`config.mk`:
```
export PLATFORM = sky130hd
export DESIGN_NAME = rtttl_tone_gen_flat
export DESIGN_NICKNAME = d
export VERILOG_FILES = /design/src/rtl/rtttl_tone_gen_if.sv /design/src/rtl/rtttl_tone_gen.sv /design/src/flat_wrapper.sv
export SDC_FILE = /design/constraint.sdc
export NUM_CORES = 1
export LEC_CHECK = 0
export CAP_MARGIN = 10
export CORE_MARGIN = 4
export CORE_UTILIZATION = 60
export DETAILED_ROUTE_END_ITERATION = 8
export PLACE_DENSITY = 0.79
export SYNTH_ARGS = -nofsm -noshare
export SYNTH_HDL_FRONTEND = slang
export SYNTH_SLANG_ARGS = --single-unit
```
`constraint.sdc`:
```
create_clock -name clk -period 3.6 [get_ports clk]
set_input_delay 0.72 -clock clk [delete_from_list [all_inputs] [get_ports clk]]
set_output_delay 0.72 -clock clk [all_outputs]
set_load 0.01 [all_outputs]
```
`src/rtl/rtttl_tone_gen_if.sv`:
```
// rtttl_tone_gen_if: note stream in, square-wave audio and sounding flag out
interface rtttl_tone_gen_if;
  logic       enable;
  logic [3:0] octave;
  logic [3:0] note;
  logic       trig;
  logic       audio_out;
  logic       sounding;
  modport master(output enable, octave, note, trig, input audio_out, sounding);
  modport slave(input enable, octave, note, trig, output audio_out, sounding);
endinterface

```
`src/rtl/rtttl_tone_gen.sv`:
```
// rtttl_tone_gen: square-wave synth for the RTTTL {octave, note} stream, silent gap on every new note
module rtttl_tone_gen #(
  parameter int GAP_CYCLES = 2000,
  parameter int HALF_W     = 16
) (
  input logic             clk,
  input logic             rstn,
  rtttl_tone_gen_if.slave bus
);
  typedef enum logic [1:0] {IDLE, GAP, TONE} state_t;
  localparam logic [10:0] TBL [12] = '{11'd1911, 11'd1804, 11'd1703, 11'd1607, 11'd1517, 11'd1432,
                                       11'd1351, 11'd1276, 11'd1204, 11'd1136, 11'd1073, 11'd1012};
  localparam logic [HALF_W-1:0] GAP_LAST = HALF_W'(GAP_CYCLES - 1);
  state_t state, state_n;
  logic [HALF_W-1:0] gap_cnt, gap_n, tone_cnt, tone_n, half_reg, half_n, half;
  logic [3:0] prev_oct, prev_note, osub, idx;
  logic [10:0] base;
  logic aud, aud_n, snd, en_q, evt, valid, gap_done, wrap;
  assign valid    = bus.note >= 4'd1 && bus.note <= 4'd12 && bus.octave >= 4'd4 && bus.octave <= 4'd7;
  assign idx      = bus.note - 4'd1;
  assign osub     = bus.octave - 4'd4;
  assign base     = valid ? TBL[idx] : '0;
  assign half     = HALF_W'(base >> osub[1:0]);
  assign evt      = bus.enable & (({bus.octave, bus.note} != {prev_oct, prev_note}) | bus.trig | ~en_q);
  assign gap_done = gap_cnt == GAP_LAST;
  assign wrap     = tone_cnt == half_reg - 1'b1;
  always_ff @(posedge clk)
    if (!rstn) state <= IDLE;
    else       state <= state_n;
  always_comb begin
    state_n = state;
    if (!bus.enable)                      state_n = IDLE;
    else if (evt)                         state_n = !valid ? IDLE : GAP_CYCLES > 0 ? GAP : TONE;
    else if (state == GAP && gap_done)    state_n = TONE;
  end
  // Any event or disable restarts phase from zero; counting happens only without one
  always_comb begin
    gap_n  = '0;
    tone_n = '0;
    aud_n  = 1'b0;
    half_n = half_reg;
    if (evt) half_n = valid ? half : half_reg;
    else if (bus.enable) begin
      gap_n  = state == GAP && !gap_done ? gap_cnt + 1'b1 : '0;
      tone_n = state == TONE && !wrap ? tone_cnt + 1'b1 : '0;
      aud_n  = state == TONE && wrap ? ~aud : aud;
    end
  end
  always_ff @(posedge clk)
    if (!rstn) begin
      gap_cnt   <= '0;
      tone_cnt  <= '0;
      half_reg  <= '0;
      aud       <= 1'b0;
      snd       <= 1'b0;
      en_q      <= 1'b0;
      prev_oct  <= '0;
      prev_note <= '0;
    end else begin
      gap_cnt   <= gap_n;
      tone_cnt  <= tone_n;
      half_reg  <= half_n;
      aud       <= aud_n;
      snd       <= state_n == TONE;
      en_q      <= bus.enable;
      prev_oct  <= bus.octave;
      prev_note <= bus.note;
    end
  always_comb begin
    bus.audio_out = aud;
    bus.sounding  = snd;
  end
endmodule

```
`src/flat_wrapper.sv`:
```
// flat-port wrapper written by rule: the top's interface ports become plain ports
module rtttl_tone_gen_flat 
#(
  parameter int GAP_CYCLES = 2000,
  parameter int HALF_W     = 16
)
  (clk, rstn, bus_enable, bus_octave, bus_note, bus_trig, bus_audio_out, bus_sounding);
  rtttl_tone_gen_if bus_i ();
  input logic clk;
  input logic rstn;
  input wire logic [$bits(bus_i.enable)-1:0] bus_enable;
  input wire logic [$bits(bus_i.octave)-1:0] bus_octave;
  input wire logic [$bits(bus_i.note)-1:0] bus_note;
  input wire logic [$bits(bus_i.trig)-1:0] bus_trig;
  output wire logic [$bits(bus_i.audio_out)-1:0] bus_audio_out;
  output wire logic [$bits(bus_i.sounding)-1:0] bus_sounding;
  assign bus_i.enable = bus_enable;
  assign bus_i.octave = bus_octave;
  assign bus_i.note = bus_note;
  assign bus_i.trig = bus_trig;
  assign bus_audio_out = bus_i.audio_out;
  assign bus_sounding = bus_i.sounding;
  rtttl_tone_gen #(.GAP_CYCLES(GAP_CYCLES), .HALF_W(HALF_W)) u_core (.clk(clk), .rstn(rstn), .bus(bus_i));
endmodule
```
==> impl_results.html <==
<table>
<tr><th>Metric</th><th>Value</th></tr>
<tr><th colspan="2">STA</th></tr>
<tr><td>Setup skew after layout</td><td>0.00749 ns</td></tr>
<tr><td>Setup violators final</td><td>0</td></tr>
<tr><td>Max transition margin</td><td>0.626</td></tr>
<tr><td>Number of max-slew violations in the final report</td><td>0</td></tr>
<tr><td>Final-report hold violation count</td><td>0</td></tr>
<tr><td>Worst hold margin</td><td>0.461 ns</td></tr>
<tr><td>Setup repair after global routing missed its margin</td><td>no</td></tr>
<tr><td>Final sum of negative setup slack</td><td>0 ns</td></tr>
<tr><td>Clock period minus final worst setup slack</td><td>3.11 ns</td></tr>
<tr><td>Max Freq</td><td>322 MHz</td></tr>
<tr><td>Final worst path period share</td><td>0.863</td></tr>
<tr><td>Transition time at the pin with the least slew margin</td><td>0.561 ns</td></tr>
<tr><td>Slack of the critical path</td><td>0.492 ns</td></tr>
<tr><th colspan="2">Global routing</th></tr>
<tr><td>Number of antenna violations at the first check in global routing</td><td>0</td></tr>
<tr><td>Global-route wire length before repair</td><td>12.0 mm</td></tr>
<tr><td>Vias in the first global route</td><td>2646</td></tr>
<tr><td>Pin count of the biggest net entering global routing</td><td>19</td></tr>
<tr><td>Overflow left after global routing</td><td>0</td></tr>
<tr><td>GRT Util Overall</td><td>0.226</td></tr>
<tr><th colspan="2">Floorplanning</th></tr>
<tr><td>Starting density of the core</td><td>0.633</td></tr>
<tr><td>Total core area</td><td>0.00520 mm²</td></tr>
<tr><td>I/O pin count</td><td>14</td></tr>
<tr><td>Number of placement rows</td><td>26</td></tr>
<tr><td>DIE WIDTH</td><td>82.1 µm</td></tr>
<tr><td>Die Outline Area</td><td>0.00674 mm²</td></tr>
<tr><td>Die Height</td><td>roughly 82 µm</td></tr>
<tr><th colspan="2">Logic synthesis</th></tr>
<tr><td>Top FF cell, synth</td><td>sky130_fd_sc_hd__dfxtp_1</td></tr>
<tr><td>Cell type with the highest aggregate area in the netlist</td><td>sky130_fd_sc_hd__dfxtp_1</td></tr>
<tr><td>Count of cell types in the netlist</td><td>61</td></tr>
<tr><td>Number of warning messages in the yosys log</td><td>0</td></tr>
<tr><td>Synthesized instance count</td><td>410</td></tr>
<tr><td>Seq/Total Area, Yosys</td><td>0.340</td></tr>
<tr><td>Number of synthesized flops with an enable pin</td><td>0</td></tr>
<tr><td>Post-synthesis sequential element count</td><td>56</td></tr>
<tr><td>Total standard cell area after synthesis</td><td>around 0.0033 mm²</td></tr>
<tr><td>Syn Nets</td><td>around 430</td></tr>
<tr><td>Area share of the largest cell type after synthesis</td><td>0.340</td></tr>
<tr><td>Average size of a mapped cell</td><td>8.03 µm²</td></tr>
<tr><td>Async SR Flop Fraction</td><td>0</td></tr>
<tr><td>Top cells by area, synth</td><td>sky130_fd_sc_hd__dfxtp_1 (34%), sky130_fd_sc_hd__nor2_1 (7.4%), sky130_fd_sc_hd__xnor2_1 (6.9%), sky130_fd_sc_hd__xor2_1 (5.3%), sky130_fd_sc_hd__ha_1 (3.4%)</td></tr>
<tr><th colspan="2">Setup path</th></tr>
<tr><td>Category of the worst setup path launch point</td><td>flop</td></tr>
<tr><td>Worst endpoint required time</td><td>3.85 ns</td></tr>
<tr><td>Depth of the worst register-to-register path</td><td>9</td></tr>
<tr><td>CP max FO</td><td>8</td></tr>
<tr><td>CP endpoint</td><td>u_core.bus.audio_out$_SDFFE_PP0P_</td></tr>
<tr><td>Element type at the critical path end</td><td>flop</td></tr>
<tr><td>Critical path class</td><td>reg -&gt; reg</td></tr>
<tr><td>Setup slack, reg-to-reg</td><td>0.49 ns</td></tr>
<tr><td>Critical R2R Launch</td><td>u_core.half_reg[0]$_SDFFE_PN0P_</td></tr>
<tr><td>WP data arrival</td><td>about 3.4 ns</td></tr>
<tr><td>Beginning of the critical path</td><td>u_core.half_reg[0]$_SDFFE_PN0P_</td></tr>
<tr><td>Worst flop-to-flop path endpoint</td><td>u_core.bus.audio_out$_SDFFE_PP0P_</td></tr>
<tr><th colspan="2">Power and ir drop</th></tr>
<tr><td>Power density normalized to cell area</td><td>between 300 and 400 mW/mm²</td></tr>
<tr><td>Standby leakage power</td><td>~0.0013 µW</td></tr>
<tr><td>Maximum vdd ir drop</td><td>about 0.00025 V</td></tr>
<tr><td>Total Power</td><td>1240 µW</td></tr>
<tr><th colspan="2">Finish</th></tr>
<tr><td>Layout cells sized above 1</td><td>0.0640</td></tr>
<tr><td>Growth of design area from synthesis to finish</td><td>9.84%</td></tr>
<tr><td>Most frequent standard cell in the layout excluding fill and tap cells</td><td>sky130_fd_sc_hd__nor2_1</td></tr>
<tr><td>Net total in the final layout</td><td>442</td></tr>
<tr><td>Multi-input logic area</td><td>a little over 0.002 mm²</td></tr>
<tr><td>Number of antenna diodes</td><td>0</td></tr>
<tr><td>Area taken by flip-flops and latches</td><td>0.00112 mm²</td></tr>
<tr><td>Number of inserted filler cells in the final layout</td><td>435</td></tr>
<tr><td>Commonest non-fill, non-tap cells in the layout</td><td>sky130_fd_sc_hd__nor2_1 (65), sky130_fd_sc_hd__dfxtp_1 (56), sky130_fd_sc_hd__nand2_1 (29)</td></tr>
<tr><th colspan="2">Place</th></tr>
<tr><td>Port buffer count</td><td>13</td></tr>
<tr><td>Final RePlAce weighted congestion</td><td>0.972</td></tr>
<tr><td>Final HPWL DP</td><td>5.13 mm</td></tr>
<tr><td>Post-Place Setup Slack</td><td>about 0.32 ns</td></tr>
<tr><th colspan="2">Drt</th></tr>
<tr><td>Detailed-routing iteration count for the pre-antenna-repair pass</td><td>4</td></tr>
<tr><td>Vias per cell</td><td>5.75</td></tr>
<tr><td>Initial DRC count</td><td>~170</td></tr>
<tr><td>DRC errors left</td><td>0</td></tr>
<tr><td>Number of nets with antenna violations after routing</td><td>0</td></tr>
<tr><td>Via count</td><td>between 2000 and 3000</td></tr>
<tr><td>Drt wl/cell</td><td>between 10 and 15 µm</td></tr>
<tr><td>Routed WL</td><td>6.93 mm</td></tr>
<tr><th colspan="2">Clock network</th></tr>
<tr><td>Number of buffers inserted for hold repair after clock tree synthesis</td><td>0</td></tr>
<tr><td>Post-CTS sizing</td><td>0</td></tr>
<tr><td>Total number of H-tree levels</td><td>2</td></tr>
<tr><td>Buffers inserted during post-CTS setup optimization</td><td>0</td></tr>
<tr><td>Number of clock buffers inserted by TritonCTS</td><td>5</td></tr>
<tr><td>Number of clock sinks</td><td>between 50 and 60</td></tr>
<tr><td>Root buffer selected by CTS</td><td>sky130_fd_sc_hd__clkbuf_8</td></tr>
<tr><td>TritonCTS clock tree</td><td>done</td></tr>
<tr><td>Clock latency reported for the late side of the worst-skew pair</td><td>0.31 ns</td></tr>
<tr><td>Clock input transition at the sequential cells of the worst setup and hold paths</td><td>~0.1 ns</td></tr>
<tr><td>Max Root-Sink Buffers</td><td>2</td></tr>
<tr><th colspan="2">Status</th></tr>
<tr><td>Outcome</td><td>completed</td></tr>
<tr><th colspan="2">Run</th></tr>
<tr><td>Max-cap check violation count</td><td>0</td></tr>
<tr><th colspan="2">Min path</th></tr>
<tr><td>Worst hold-check path type</td><td>reg -&gt; reg</td></tr>
</table>
## worst min path at each step
| stage | startpoint | cells after the start | to |
|---|---|---|---|
| after detailed placement | u_core.gap_cnt[0]$_SDFF_PP0_ | 1 | u_core.gap_cnt[0]$_SDFF_PP0_ |
| after CTS | u_core.gap_cnt[0]$_SDFF_PP0_ | 1 | u_core.gap_cnt[0]$_SDFF_PP0_ |
| after global placement | u_core.gap_cnt[0]$_SDFF_PP0_ | 1 | u_core.gap_cnt[0]$_SDFF_PP0_ |
| final | u_core.gap_cnt[0]$_SDFF_PP0_ | 1 | u_core.gap_cnt[0]$_SDFF_PP0_ |
| after global routing | u_core.gap_cnt[0]$_SDFF_PP0_ | 1 | u_core.gap_cnt[0]$_SDFF_PP0_ |
| after floorplan | u_core.gap_cnt[0]$_SDFF_PP0_ | 1 | u_core.gap_cnt[0]$_SDFF_PP0_ |
## metal layers
metal / global-route usage / part of all wire / vias to the layer above
met5: 0 / 0 / -
met1: 0.309 / 0.49 / 1268
met2: 0.351 / 0.43 / 83
met4: 0.0764 / 0.017 / 0
met3: 0.0504 / 0.061 / 12
li1: - / - / 1464
## metrics by stage
stage	utilization	instances	cell area, µm²
2_1_floorplan	-	410	3290
3_5_place_dp	0.674	484	3510
6_report	0.695	492	3620
4_1_cts	0.695	492	3620
3_3_place_gp	0.674	484	3510
5_1_grt	0.695	492	3620
## power breakdown
group | leakage (µW) | internal [µW] | switching (µW)
Clock | 0.0000558 | 210 | 206
Combinational | 0.000807 | 82.1 | 104
Sequential | 0.000454 | 629 | 10.1
## worst max-delay path, cell delays in order (launching register included)
cell	delay (ns)
sky130_fd_sc_hd__dfxtp_1	0.44
sky130_fd_sc_hd__inv_1	0.07
sky130_fd_sc_hd__ha_1	0.33
sky130_fd_sc_hd__xor2_1	0.21
sky130_fd_sc_hd__nor4b_1	0.29
sky130_fd_sc_hd__a22oi_1	0.12
sky130_fd_sc_hd__or4_1	0.48
sky130_fd_sc_hd__or4_1	0.60
sky130_fd_sc_hd__or3_1	0.37
sky130_fd_sc_hd__a21oi_1	0.15
## cells in the mapped netlist, types with 4 or more instances
cell type and number:
sky130_fd_sc_hd__nand2_1 29, sky130_fd_sc_hd__nand4_1 6, sky130_fd_sc_hd__nand3_1 12, sky130_fd_sc_hd__and2_1 8, sky130_fd_sc_hd__nor4_1 4, sky130_fd_sc_hd__nand2b_1 4, sky130_fd_sc_hd__dfxtp_1 56, sky130_fd_sc_hd__a211oi_1 7
sky130_fd_sc_hd__nor2b_1 5, sky130_fd_sc_hd__xor2_1 20, sky130_fd_sc_hd__nor2_1 65, sky130_fd_sc_hd__clkbuf_1 17, sky130_fd_sc_hd__ha_1 9, sky130_fd_sc_hd__o21ai_0 18, sky130_fd_sc_hd__or3_1 4, sky130_fd_sc_hd__xnor2_1 26
sky130_fd_sc_hd__a31oi_1 7, sky130_fd_sc_hd__nor4b_1 4, sky130_fd_sc_hd__nor3_1 10, sky130_fd_sc_hd__inv_1 16, sky130_fd_sc_hd__a21oi_1 16, sky130_fd_sc_hd__mux2i_1 7, sky130_fd_sc_hd__and3_1 11
## area by class of cell
cell class | instances | share of cell area
Clock buffer | 6 | 0.0201
Clock inverter | 2 | 0.0107
Inverter | 17 | 0.0176
Multi-Input combinational cell | 317 | 0.559
Sequential cell | 56 | 0.310
Tap cell | 70 | 0.0242
Timing Repair Buffer | 24 | 0.0588
## kinds of logic (layout without fill, tap and decap cells)
kind of cell	Yosys count	after routing	synth area share
and+or+nand+nor	178	178	0.278
AOI/OAI and AO/OA	77	77	0.158
DFF	56	56	0.340
xor gates and xnor gates	46	46	0.122
buffers and inverters	37	49	0.0460
adders and majority gates	9	9	0.0342
muxes	7	7	0.0213
Note: power is estimated with default switching activity, not from simulation.
